$ cat src/rtl/uart_rx_ctrl_if.sv
// uart_rx_ctrl_if -- link between the RX sequencing controller and the
// receiver / RX FIFO.
//
// Signals:
//   enable        16x baud tick to the receiver
//   rf_pop        pop one entry from the RX FIFO
//   rx_reset      clear the RX FIFO
//   lsr_mask      clear the FIFO error status
//   rf_count      RX FIFO occupancy
//   rf_overrun    RX FIFO overrun
//   rf_error_bit  an error-flagged character is in the FIFO
//   counter_t     receiver character-timeout counter
//
// Modports:
//   master  controller side (drives enable/rf_pop/rx_reset/lsr_mask)
//   slave   receiver side (drives FIFO status and timeout counter)
interface uart_rx_ctrl_if #(
  parameter int CNT_W = 5
);
  logic             enable;
  logic             rf_pop;
  logic             rx_reset;
  logic             lsr_mask;
  logic [CNT_W-1:0] rf_count;
  logic             rf_overrun;
  logic             rf_error_bit;
  logic [9:0]       counter_t;

  modport master (
    output enable, rf_pop, rx_reset, lsr_mask,
    input  rf_count, rf_overrun, rf_error_bit, counter_t
  );

  modport slave (
    input  enable, rf_pop, rx_reset, lsr_mask,
    output rf_count, rf_overrun, rf_error_bit, counter_t
  );
endinterface

$ cat src/rtl/uart_rx_ctrl.sv
// uart_rx_ctrl -- sequencing and interrupt controller for the UART receive
// path. Generates the 16x baud tick, sequences RX FIFO clears, turns host
// RBR reads into FIFO pops, keeps line-status bits and raises the
// data-available, character-timeout and line-status interrupts.
//
// Parameters:
//   DL_W    divisor latch width
//   CNT_W   FIFO count width
//   SETTLE  idle cycles after a FIFO clear before pops/interrupts resume (1..7)
//
// Ports:
//   clk, wb_rst_i       clock, synchronous active-high reset
//   dl, dl_load         baud divisor and its write pulse
//   fcr_trig            RX trigger level select (00:1 01:4 10:8 11:14)
//   fcr_rx_clr          clear-RX-FIFO pulse
//   ier_rda, ier_rls    interrupt enables
//   rbr_rd, lsr_rd      host read pulses
//   rx                  uart_rx_ctrl_if.master link to receiver / FIFO
//   rda_int, ti_int,
//   rls_int             receive interrupts
//   lsr_oe, lsr_fe      sticky overrun, FIFO error flag
//   dma_rx_req          DMA request (only with UART_RX_CTRL_DMA_EN defined)
//
// Optional feature macro: UART_RX_CTRL_DMA_EN
module uart_rx_ctrl #(
  parameter int DL_W   = 16,
  parameter int CNT_W  = 5,
  parameter int SETTLE = 2
) (
  input  logic            clk,
  input  logic            wb_rst_i,
  input  logic [DL_W-1:0] dl,
  input  logic            dl_load,
  input  logic [1:0]      fcr_trig,
  input  logic            fcr_rx_clr,
  input  logic            ier_rda,
  input  logic            ier_rls,
  input  logic            rbr_rd,
  input  logic            lsr_rd,
  uart_rx_ctrl_if.master  rx,
  output logic            rda_int,
  output logic            ti_int,
  output logic            rls_int,
  output logic            lsr_oe,
  output logic            lsr_fe
`ifdef UART_RX_CTRL_DMA_EN
  ,
  output logic            dma_rx_req
`endif
);

  typedef enum logic [1:0] {
    ST_IDLE   = 2'd0,
    ST_CLR    = 2'd1,
    ST_SETTLE = 2'd2
  } state_t;

  state_t          state;
  state_t          state_nxt;
  logic [2:0]      settle_cnt;
  logic [DL_W-1:0] dlc;
  logic            idle;
  logic            fifo_nonempty;
  logic            pop_req;

  logic enable_p0;
  logic pop_p0;
  logic rda_p0;
  logic ti_p0;
  logic oe_p0;
  logic fe_p0;
  logic mask_p0;
  logic rls_p0;
`ifdef UART_RX_CTRL_DMA_EN
  logic dma_p0;
`endif

  function automatic logic [CNT_W-1:0] trig_level(input logic [1:0] sel);
    case (sel)
      2'b00:   trig_level = CNT_W'(1);
      2'b01:   trig_level = CNT_W'(4);
      2'b10:   trig_level = CNT_W'(8);
      default: trig_level = CNT_W'(14);
    endcase
  endfunction

  always_comb begin
    idle          = (state == ST_IDLE);
    fifo_nonempty = (rx.rf_count != '0);
    // A pop is only accepted while idle and only if the FIFO holds data now.
    pop_req       = idle && rbr_rd && fifo_nonempty;
  end

  // ---- baud divisor: one registered tick every dl clocks ----
  always_ff @(posedge clk) begin
    if (wb_rst_i) begin
      dlc       <= '0;
      enable_p0 <= 1'b0;
    end else if (dl == '0) begin
      dlc       <= '0;
      enable_p0 <= 1'b0;
    end else if (dl_load) begin
      dlc       <= dl - DL_W'(1);
      enable_p0 <= 1'b0;
    end else if (dlc == '0) begin
      dlc       <= dl - DL_W'(1);
      enable_p0 <= 1'b1;
    end else begin
      dlc       <= dlc - DL_W'(1);
      enable_p0 <= 1'b0;
    end
  end

  // ---- clear-sequence FSM: state register ----
  always_ff @(posedge clk) begin
    if (wb_rst_i) begin
      state      <= ST_IDLE;
      settle_cnt <= '0;
    end else begin
      state <= state_nxt;
      if (state == ST_CLR) begin
        settle_cnt <= 3'(SETTLE);
      end else if (state == ST_SETTLE) begin
        settle_cnt <= settle_cnt - 3'd1;
      end
    end
  end

  // ---- clear-sequence FSM: next state ----
  always_comb begin
    state_nxt = state;
    case (state)
      ST_IDLE: begin
        if (fcr_rx_clr) state_nxt = ST_CLR;
      end
      ST_CLR: begin
        state_nxt = fcr_rx_clr ? ST_CLR : ST_SETTLE;
      end
      ST_SETTLE: begin
        // Counter reaches zero on this edge.
        if (fcr_rx_clr)              state_nxt = ST_CLR;
        else if (settle_cnt <= 3'd1) state_nxt = ST_IDLE;
      end
      default: state_nxt = ST_IDLE;
    endcase
  end

  // ---- pop / interrupt / line-status registers ----
  always_ff @(posedge clk) begin
    if (wb_rst_i) begin
      pop_p0  <= 1'b0;
      rda_p0  <= 1'b0;
      ti_p0   <= 1'b0;
      oe_p0   <= 1'b0;
      fe_p0   <= 1'b0;
      mask_p0 <= 1'b0;
      rls_p0  <= 1'b0;
    end else begin
      pop_p0 <= pop_req;
      rda_p0 <= ier_rda && idle && (rx.rf_count >= trig_level(fcr_trig));

      // Clear (pop, disable, clear request) beats set in the same cycle.
      if (pop_req || !ier_rda || fcr_rx_clr) begin
        ti_p0 <= 1'b0;
      end else if (ier_rda && idle && (rx.counter_t == '0) && fifo_nonempty) begin
        ti_p0 <= 1'b1;
      end

      // Overrun beats a simultaneous LSR read; a FIFO clear wipes it.
      if (fcr_rx_clr || !idle) begin
        oe_p0 <= 1'b0;
      end else if (rx.rf_overrun) begin
        oe_p0 <= 1'b1;
      end else if (lsr_rd) begin
        oe_p0 <= 1'b0;
      end

      fe_p0   <= rx.rf_error_bit;
      mask_p0 <= lsr_rd;
      rls_p0  <= ier_rls && (oe_p0 || fe_p0);
    end
  end

`ifdef UART_RX_CTRL_DMA_EN
  // ---- DMA request: low on the pop cycle and the cycle after ----
  always_ff @(posedge clk) begin
    if (wb_rst_i) begin
      dma_p0 <= 1'b0;
    end else begin
      dma_p0 <= !pop_req && !pop_p0 && idle && fifo_nonempty &&
                ((rx.rf_count >= trig_level(fcr_trig)) || (rx.counter_t == '0));
    end
  end
`endif

  // ---- clear-sequence FSM: outputs ----
  // Registered pop and data interrupts are masked while a clear is in
  // progress, so a request captured on the clear edge never leaks out.
  always_comb begin
    rx.enable   = enable_p0;
    rx.rx_reset = (state == ST_CLR);
    rx.rf_pop   = pop_p0 && idle;
    rx.lsr_mask = mask_p0;
    rda_int     = rda_p0 && idle;
    ti_int      = ti_p0 && idle;
    rls_int     = rls_p0;
    lsr_oe      = oe_p0;
    lsr_fe      = fe_p0;
`ifdef UART_RX_CTRL_DMA_EN
    dma_rx_req  = dma_p0;
`endif
  end

endmodule

$ cat src/flat_wrapper.sv
// flat-port wrapper written by rule: the top's interface ports become plain ports
module uart_rx_ctrl_flat 
#(
  parameter int DL_W   = 16,
  parameter int CNT_W  = 5,
  parameter int SETTLE = 2
)
  (clk, wb_rst_i, dl, dl_load, fcr_trig, fcr_rx_clr, ier_rda, ier_rls, rbr_rd, lsr_rd, rda_int, ti_int, rls_int, lsr_oe, lsr_fe, rx_enable, rx_rf_pop, rx_rx_reset, rx_lsr_mask, rx_rf_count, rx_rf_overrun, rx_rf_error_bit, rx_counter_t);
  uart_rx_ctrl_if #(.CNT_W(CNT_W)) rx_i ();
  input  logic clk;
  input  logic wb_rst_i;
  input  logic [DL_W-1:0] dl;
  input  logic dl_load;
  input  logic [1:0] fcr_trig;
  input  logic fcr_rx_clr;
  input  logic ier_rda;
  input  logic ier_rls;
  input  logic rbr_rd;
  input  logic lsr_rd;
  output logic rda_int;
  output logic ti_int;
  output logic rls_int;
  output logic lsr_oe;
  output logic lsr_fe;
  output wire logic [$bits(rx_i.enable)-1:0] rx_enable;
  output wire logic [$bits(rx_i.rf_pop)-1:0] rx_rf_pop;
  output wire logic [$bits(rx_i.rx_reset)-1:0] rx_rx_reset;
  output wire logic [$bits(rx_i.lsr_mask)-1:0] rx_lsr_mask;
  input wire logic [$bits(rx_i.rf_count)-1:0] rx_rf_count;
  input wire logic [$bits(rx_i.rf_overrun)-1:0] rx_rf_overrun;
  input wire logic [$bits(rx_i.rf_error_bit)-1:0] rx_rf_error_bit;
  input wire logic [$bits(rx_i.counter_t)-1:0] rx_counter_t;
  assign rx_enable = rx_i.enable;
  assign rx_rf_pop = rx_i.rf_pop;
  assign rx_rx_reset = rx_i.rx_reset;
  assign rx_lsr_mask = rx_i.lsr_mask;
  assign rx_i.rf_count = rx_rf_count;
  assign rx_i.rf_overrun = rx_rf_overrun;
  assign rx_i.rf_error_bit = rx_rf_error_bit;
  assign rx_i.counter_t = rx_counter_t;
  uart_rx_ctrl #(.DL_W(DL_W), .CNT_W(CNT_W), .SETTLE(SETTLE)) u_core (.clk(clk), .wb_rst_i(wb_rst_i), .dl(dl), .dl_load(dl_load), .fcr_trig(fcr_trig), .fcr_rx_clr(fcr_rx_clr), .ier_rda(ier_rda), .ier_rls(ier_rls), .rbr_rd(rbr_rd), .lsr_rd(lsr_rd), .rx(rx_i), .rda_int(rda_int), .ti_int(ti_int), .rls_int(rls_int), .lsr_oe(lsr_oe), .lsr_fe(lsr_fe));
endmodule
$ cat config.mk
export PLATFORM = sky130hd
export DESIGN_NAME = uart_rx_ctrl_flat
export DESIGN_NICKNAME = d
export VERILOG_FILES = /design/src/rtl/uart_rx_ctrl_if.sv /design/src/rtl/uart_rx_ctrl.sv /design/src/flat_wrapper.sv
export SDC_FILE = /design/constraint.sdc
export NUM_CORES = 1
export LEC_CHECK = 0
export CAP_MARGIN = 20
export CORE_MARGIN = 1
export CORE_UTILIZATION = 52
export CTS_CLUSTER_DIAMETER = 150
export CTS_CLUSTER_SIZE = 25
export DETAILED_ROUTE_END_ITERATION = 12
export HOLD_SLACK_MARGIN = 0.15
export PLACE_DENSITY = 0.86
export SLEW_MARGIN = 15
export SYNTH_ARGS = -nofsm -noshare
export SYNTH_HDL_FRONTEND = slang
export SYNTH_SLANG_ARGS = --single-unit
$ cat constraint.sdc
create_clock -name clk -period 6.56 [get_ports clk]
set_input_delay 0.984 -clock clk [delete_from_list [all_inputs] [get_ports clk]]
set_output_delay 0.984 -clock clk [all_outputs]
set_load 0.01 [all_outputs]
After elaboration in Yosys (flattened, before gate mapping)
Cells that the tools add are included.

cells by class
  mux-type cells = 14
  add/sub/neg operators = 3
  order comparisons = 2
  reductions and logical operators = 30
  eq/ne operators = 6

operators with widths
  operator                                                               count
  16-bit zero test                                                       2
  16-bit two-way mux                                                     2
  16-bit by 1-bit subtractor with 16-bit output, second input constant   2
  2-bit two-way mux                                                      6
  4-bit one-hot mux with 3 select lines                                  1
  1-bit logical AND                                                      10
  10-bit zero test                                                       1
  2-bit OR reduction                                                     4
  2-bit one-hot mux with 3 select lines                                  1
  5-bit >= comparator                                                    1
  5-bit two-way mux                                                      1
  5-bit nonzero test                                                     1
  2-bit by 1-bit equality test with 1-bit output, second input constant  2
  2-bit equality test, second input constant                             2
  2-bit zero test                                                        2
  1-bit logical OR                                                       4
  2-bit nonzero test                                                     2
  3-bit by 1-bit <= comparator with 1-bit output, second input constant  1
  1-bit two-way mux                                                      3
  3-bit inequality test, second input constant                           1
  3-bit OR reduction                                                     1
  3-bit by 1-bit subtractor with 3-bit output, second input constant     1
  1-bit zero test                                                        2
  2-bit inequality test, second input constant                           1
  2-bit AND reduction                                                    1

storage, ports and cells
  bits in registers = 29
  input port bits = 43
  word-level logic and storage cells = 67
  output and inout bits = 9

Longest topological paths before layout
Gate-level depths: netlist (run 1).

  depth in word-level cells = 6
  gate-level depth with buffers = 8
  mapped depth without buffers = 7

Worst setup path after synthesis (run 1)
No wires, ideal clock.

  path kind = input to register
  from = input dl[0]
  to = register u_core.dlc[14]
  data required time = 6.438 ns
  slack = 3.830 ns
  path buffers = 2
  library setup time = 0.122 ns
  stages on the path = 7
  arrival = 2.608 ns
  cells stage by stage = inv_1 -> ha_1 -> or4b_1 -> buf_2 -> o41ai_4 -> buf_2 -> a211oi_1

on the way
  longest elaborated chain between the ends = 3
  elaborated cells on any way between the ends = 5
  classes of those cells = 1 x add/sub; 2 x mux; 2 x reduce/logical

RTL lines
  item                                           RTL line                                  text
  start: declaration                             flat_wrapper.sv:12                        input logic [DL_W-1:0] dl;
  16-bit by 1-bit subtractor with 16-bit output  uart_rx_ctrl.sv:103, uart_rx_ctrl.sv:106
  16-bit two-way mux                             uart_rx_ctrl.sv:105                       end else if (dlc == '0) begin
  16-bit two-way mux                             uart_rx_ctrl.sv:102                       end else if (dl_load) begin
  end signal: assignment                         uart_rx_ctrl.sv:103                       dlc <= dl - DL_W'(1);
  end signal: assignment                         uart_rx_ctrl.sv:106                       dlc <= dl - DL_W'(1);
  end signal: assignment                         uart_rx_ctrl.sv:109                       dlc <= dlc - DL_W'(1);
  end: declaration                               uart_rx_ctrl.sv:61                        logic [DL_W-1:0] dlc;

Several ways; a longest one is shown, not always the timed one.
A chain may end at the register's enable or synchronous reset.

Worst setup path after layout (run 1)
  from = input dl[0]
  to = register u_core.enable_p0 (netlist: u_core.rx.enable)

on the way
  longest elaborated chain between the ends = 2

RTL lines
  item                                 RTL line             text
  16-bit zero test                     uart_rx_ctrl.sv:99   end else if (dl == '0) begin
  3-bit OR reduction (no source line)  n/a
  end signal: assignment               uart_rx_ctrl.sv:98   enable_p0 <= 1'b0;
  end signal: assignment               uart_rx_ctrl.sv:101  enable_p0 <= 1'b0;
  end signal: assignment               uart_rx_ctrl.sv:104  enable_p0 <= 1'b0;
  end: declaration                     uart_rx_ctrl.sv:66   logic enable_p0;

Every way passes these cells.

==> flow_metrics.py, run 1 <==
metrics = {
    "critical_path": {
        "cp-startpoint": "dl[0]",
        "r2r_slack_ns": 4.40,
        "worst_r2r_endpoint": "u_core.dlc[4]$_SDFF_PP0_",
        "cp-endpoint": "u_core.rx.enable$_SDFF_PP0_",
        "cp.arrival_ns": 3.42,
        "rr_startpoint": "u_core.dlc[6]$_SDFF_PP0_",
        "crit_fanout": 17,
        "end_kind": "flop",
        "worstRegToRegCells": 5,
        "critical_path_class": "input pin to flop",
        "cp.required_ns": 6.75,
        "startpoint_type": "input pin",
    },
    "die": {
        "initial_core_util": 0.5493,
        "die_width_microns": 61.84,
        "rows": 21,
        "fp.dieH_microns": 61.84,
        "core_sq_mm": 0.003390,
        "io_pins": 52,
        "die_area_sq_mm": 0.003824,
    },
    "power": {
        "switching_power_mw": 0.1320,
        "pwr-share-clk": 0.331,
        "irDropWorstVdd_v": 0.0001758,
        "cellPowerDensity_mw_per_mm2": 191.7,
        "sw_frac_of_total": 0.2793,
        "seq_power_share": 0.427,
        "combinationalPowerShare": 0.242,
        "p_leak_nw": 0.9739,
        "p_int_mw": 0.3406,
    },
    "cells_and_area": {
        "syn_to_final_growth_pct": 32.46,
        "regMostFlops": "u_core.dlc",
        "largest_register_ffs": 16,
        "nets": 323,
        "antennaDiodeCount": 0,
        "mostFrequentLayoutCells": "clkdlybuf4s50_1, dfxtp_1, nor2_1, xor2_1, inv_1",
        "fin_area_sq_mm": 0.002466,
        "drive_above_1_share": 0.05597,
        "top_regs": "u_core.dlc x16, u_core.settle_cnt x3, u_core.state x2",
        "mostFrequentLayoutCell": "clkdlybuf4s50_1",
    },
    "synthesis": {
        "synth_area_leaders": "dfxtp_1, ha_1, xor2_1, nor2_1, a211oi_1",
        "ys_ff_latch": 29,
        "syn_area_sq_mm": 0.001862,
        "yosysWarningCount": 0,
        "synth_top_area_share": 0.3118,
        "avgSynthCellArea_sq_um": 8.580,
        "synth_top_cell_by_area": "dfxtp_1",
        "synth_seq_area_share": 0.3118,
        "syn-num-nets": 273,
        "ys_types": 39,
        "syn_inst": 217,
    },
    "clock_network": {
        "cts_tree": "done",
        "postCtsSetupRepairBufs": 0,
        "ctsResizeCount": 0,
        "numCtsBuffers": 5,
        "cts_buffer_depth": 2,
        "path_clk_slew_ns": 0.10,
        "h-tree-depth": 2,
        "ctsHoldBuffers": 0,
        "cts_root_buffer": "clkbuf_4",
        "clkLatencyLatePin_ns": 0.34,
        "clkSinkCount": 29,
    },
    "timing": {
        "fmax_mhz": 310.0,
        "period_needed_ns": 3.226,
        "drv_slew": 0,
        "final_hold_viol_count": 0,
        "tightest_slew_ns": 0.9728,
        "timing.hold.ws_ns": 0.5113,
        "clock_skew_ns": 0.01273,
        "rsz0062_at_grt": "no",
        "min_period_over_period": 0.4917,
        "setup_violations": 0,
        "tns_ns": 0,
        "max-slew-margin-rel": 0.3493,
    },
    "routing": {
        "drc": 0,
        "initialDrtViolationCount": 107,
        "wirelength_microns": 4301,
        "wl_per_cell_microns": 13.70,
        "viasPerCell": 5.497,
        "vias": 1726,
        "first_pass_iters": 4,
        "ant_nets": 0,
    },
    "placement": {
        "postPlaceCellArea_sq_mm": 0.002381,
        "hpwl_microns": 3177,
        "io_buffers": 51,
        "gp_congestion": 0.9655,
    },
    "global_routing": {
        "grt_remaining_overflow": 0,
        "antenna_found_initial": 0,
        "grt_max_degree": 33,
        "grt_pass1_vias": 1580,
        "grt_pass1_wl_microns": 6768,
        "gr-usage-all-layers": 0.2461,
    },
    "status": {
        "status": "complete, no violations",
    },
    "worst_hold_path": {
        "min_path_type": "flop to flop",
    },
    "flow_run": {
        "drv_cap": 0,
    },
}
-- synthesized netlist by cell type --
library cell,n
nor3_1,11
o21bai_1,1
o31ai_1,2
xnor2_1,8
nor2b_1,3
nor4_4,1
or4b_1,1
nand2b_1,1
a21o_1,2
nand2_1,13
a31oi_1,1
a311oi_1,2
buf_2,3
o211a_1,1
clkbuf_1,3
nand3b_1,1
nand4_1,1
a2111oi_0,1
xor2_1,18
mux2i_1,1
and3_1,1
nor4_1,12
o21ai_0,2
inv_1,15
a211oi_2,2
and2_1,3
ha_1,13
or4_1,6
dfxtp_1,29
o41ai_4,1
a211oi_1,13
nor2_1,28
nand4b_1,2
a21oi_1,6
or2_2,1
or3_1,3
buf_6,2
or4_4,2
o21ba_4,1
-- metrics by stage --
stage / total power [mW] / instances / setup slack [ns] / util
3_5_place_dp: 0.3176 / 306 / 2.947 / 0.7025
6_report: 0.4727 / 314 / 3.334 / 0.7276
5_1_grt: 0.4959 / 314 / 3.172 / 0.7276
3_3_place_gp: 0.3152 / 306 / 3.032 / 0.7025
2_1_floorplan: 0.2704 / 217 / 3.830 / -
4_1_cts: 0.4741 / 314 / 3.319 / 0.7276
-- layer usage --
metal	vias to the layer above	routed length [microns]	track usage	part of all wire
li1	876	-	-	-
met1	776	1692	0.2383	0.39
met2	62	2161	0.4516	0.50
met3	12	358	0.1180	0.083
met4	0	88	0.09206	0.020
met5	-	0	0	0
-- worst min-delay path by stage --
stage,from,end,cells after the start
2_1_floorplan,u_core.dlc[0]$_SDFF_PP0_,u_core.dlc[0]$_SDFF_PP0_,1
4_1_cts,u_core.lsr_fe$_SDFF_PP0_,u_core.rls_int$_SDFF_PP0_,1
6_report,u_core.lsr_fe$_SDFF_PP0_,u_core.rls_int$_SDFF_PP0_,1
3_5_place_dp,u_core.lsr_fe$_SDFF_PP0_,u_core.rls_int$_SDFF_PP0_,1
5_1_grt,u_core.lsr_fe$_SDFF_PP0_,u_core.rls_int$_SDFF_PP0_,1
3_3_place_gp,u_core.lsr_fe$_SDFF_PP0_,u_core.rls_int$_SDFF_PP0_,1
-- power groups by stage --
stage          Combinational (mW)  Sequential [mW]  Clock [mW]
2_1_floorplan              0.0669            0.204           0
3_3_place_gp                0.110            0.205           0
4_1_cts                     0.114            0.202       0.158
3_5_place_dp                0.112            0.206           0
5_1_grt                     0.126            0.204       0.166
6_report                    0.114            0.202       0.157
-- critical path: stages --
cell and delay, ns:
clkdlybuf4s50_1 0.43, inv_1 0.09, ha_1 0.19, or4b_1 0.61
o41ai_4 0.97, nor4_1 0.13
-- kinds of logic (layout without fill, tap and decap cells) --
kind of cell | count (synthesis) | in the layout | share of synthesized area
AND/OR/NAND/NOR | 90 | 90 | 0.2628
flip-flops | 29 | 29 | 0.3118
adder cells (fa/ha/maj) | 13 | 13 | 0.08737
multiplexers | 1 | 1 | 0.005377
buffers and inverters | 23 | 74 | 0.05645
XOR/XNOR | 26 | 26 | 0.1223
AO/OA/AOI/OAI | 35 | 35 | 0.1539
-- layout make-up --
type | count | area, sq um
Clock buffer | 7 | 55.05
Clock inverter | 1 | 30.03
Fill cell | 255 | 923.4
Inverter | 15 | 56.30
Multi-Input combinational cell | 165 | 1176
Sequential cell | 29 | 580.6
Tap cell | 46 | 57.56
Timing Repair Buffer | 51 | 510.5
No activity file was read; power rests on OpenSTA's default activity.
==> run 2: changes to the inputs <==
CORE_UTILIZATION = 43   (was 52)
PLACE_DENSITY = 0.76   (was 0.86)
clock period = 2.9 ns   (was 6.56 ns; I/O delays follow)
==> run 2 against run 1 <==
Net effect:
- utilization shrank 12 points
- hold slack lost 0.025 ns
- largest power group unchanged
- first-iteration DRC count shrank 23%
- clock-buffer cell count is the same
- non-clock buffer count grew 2
- clock power grew 110%
- sequential cell count is the same
- global-route usage shrank 4.7 points
- combinational power grew 130%
- design area grew 0.86%
==> flow_metrics.py, run 2 (synthesis gave the netlist of run 1 again) <==
metrics = {
    "status": {
        "status": "complete, no violations",
    },
    "power": {
        "irDropWorstVdd_v": 0.0004108,
        "p_leak_nw": 0.9823,
        "cellPowerDensity_mw_per_mm2": 422.6,
        "fin_total_pwr_mw": 1.051,
    },
    "critical_path": {
        "cp.required_ns": 3.09,
        "crit_fanout": 7,
        "cp.arrival_ns": 2.58,
        "end_kind": "flop",
        "startpoint_type": "input pin",
        "critical_path_class": "input pin to flop",
    },
    "timing": {
        "fmax_mhz": 418.1,
        "timing.final.ws_setup_ns": 0.5082,
        "clock_skew_ns": 0.004672,
        "period_needed_ns": 2.392,
        "final_hold_viol_count": 0,
        "max-slew-margin-rel": 0.7370,
        "rsz0062_at_grt": "no",
        "min_period_over_period": 0.8248,
        "tns_ns": 0,
        "drv_slew": 0,
        "setup_violations": 0,
        "tightest_slew_ns": 0.3909,
        "timing.hold.ws_ns": 0.4862,
    },
    "die": {
        "die_area_sq_mm": 0.004597,
        "die_width_microns": 67.80,
        "fp.dieH_microns": 67.80,
        "initial_core_util": 0.4556,
        "io_pins": 52,
        "core_sq_mm": 0.004086,
        "rows": 23,
    },
    "cells_and_area": {
        "top_regs": "u_core.dlc x16, u_core.settle_cnt x3, u_core.state x2",
        "instances_no_fill": 319,
        "drive_above_1_share": 0.05948,
        "regMostFlops": "u_core.dlc",
        "final_util": 0.6087,
        "mostFrequentLayoutCells": "clkdlybuf4s50_1, dfxtp_1, nor2_1, xor2_1, inv_1",
        "fin_area_sq_mm": 0.002487,
        "largest_register_ffs": 16,
        "antennaDiodeCount": 0,
        "nets": 325,
        "mostFrequentLayoutCell": "clkdlybuf4s50_1",
        "syn_to_final_growth_pct": 33.60,
    },
    "global_routing": {
        "gr-usage-all-layers": 0.1993,
        "grt_remaining_overflow": 0,
        "antenna_found_initial": 0,
        "grt_pass1_wl_microns": 6803,
        "grt_max_degree": 33,
        "grt_pass1_vias": 1635,
    },
    "clock_network": {
        "clkSinkCount": 29,
        "cts_buffer_depth": 2,
        "numCtsBuffers": 5,
        "postCtsSetupRepairBufs": 0,
        "h-tree-depth": 2,
        "path_clk_slew_ns": 0.06,
        "clkLatencyLatePin_ns": 0.28,
        "cts_root_buffer": "clkbuf_8",
        "ctsResizeCount": 0,
        "cts_tree": "done",
        "ctsHoldBuffers": 0,
    },
    "placement": {
        "gp_congestion": 0.8097,
        "hpwl_microns": 3275,
        "postPlaceCellArea_sq_mm": 0.002401,
        "dp_cells": 312,
        "dpl_worst_slack_ns": 0.2188,
        "io_buffers": 51,
    },
    "worst_hold_path": {
        "min_path_type": "flop to flop",
    },
    "routing": {
        "first_pass_iters": 4,
        "ant_nets": 0,
        "viasPerCell": 5.445,
        "wl_per_cell_microns": 13.04,
        "initialDrtViolationCount": 82,
        "vias": 1737,
        "drc": 0,
        "wirelength_microns": 4159,
    },
    "flow_run": {
        "drv_cap": 0,
    },
}
## run 2: changes by cell type in the layout (fill, tap and decap cells not counted), sizes merged
| cell | before | now |
|---|---|---|
| buf | 0 | 2 |
| bufinv | 1 | 0 |
## run 2: area by class of cell
type	instances	area [sq um]
Sequential cell	29	580.6
Multi-Input combinational cell	165	1176
Timing Repair Buffer	53	525.5
Inverter	15	56.30
Tap cell	50	62.56
Clock buffer	7	86.33
Fill cell	358	1599
## run 2: worst paths after layout
path                       startpoint                        end  slack [ns]  cells past startpoint
max                             dl[0]  u_core.dlc[12]$_SDFF_PP0_        0.51                      8
min          u_core.lsr_fe$_SDFF_PP0_  u_core.rls_int$_SDFF_PP0_        0.49                      1
max reg2reg  u_core.dlc[6]$_SDFF_PP0_   u_core.dlc[4]$_SDFF_PP0_        0.72                      5
min reg2reg  u_core.lsr_fe$_SDFF_PP0_  u_core.rls_int$_SDFF_PP0_        0.49                      1
## run 2: per-layer routing
layer / track usage / vias to the layer above / routed length [microns]
met3: 0.06926 / 9 / 314
met1: 0.2191 / 793 / 1762
met5: 0 / - / 0
met2: 0.3453 / 54 / 2009
met4: 0.08333 / 0 / 72
li1: - / 881 / -
## run 2: worst max-delay path, stage by stage
cell and delay (ns):
clkdlybuf4s50_1 0.43, inv_1 0.09, ha_1 0.19, or4b_1 0.61
nor4_1 0.40, xor2_1 0.17, nor2_1 0.06, a211oi_1 0.21
## run 2: power by group
| group | internal [mW] | switching (mW) |
|---|---|---|
| clock network | 0.188 | 0.147 |
| logic | 0.139 | 0.120 |
| registers | 0.428 | 0.0291 |
| total | 0.755 | 0.296 |
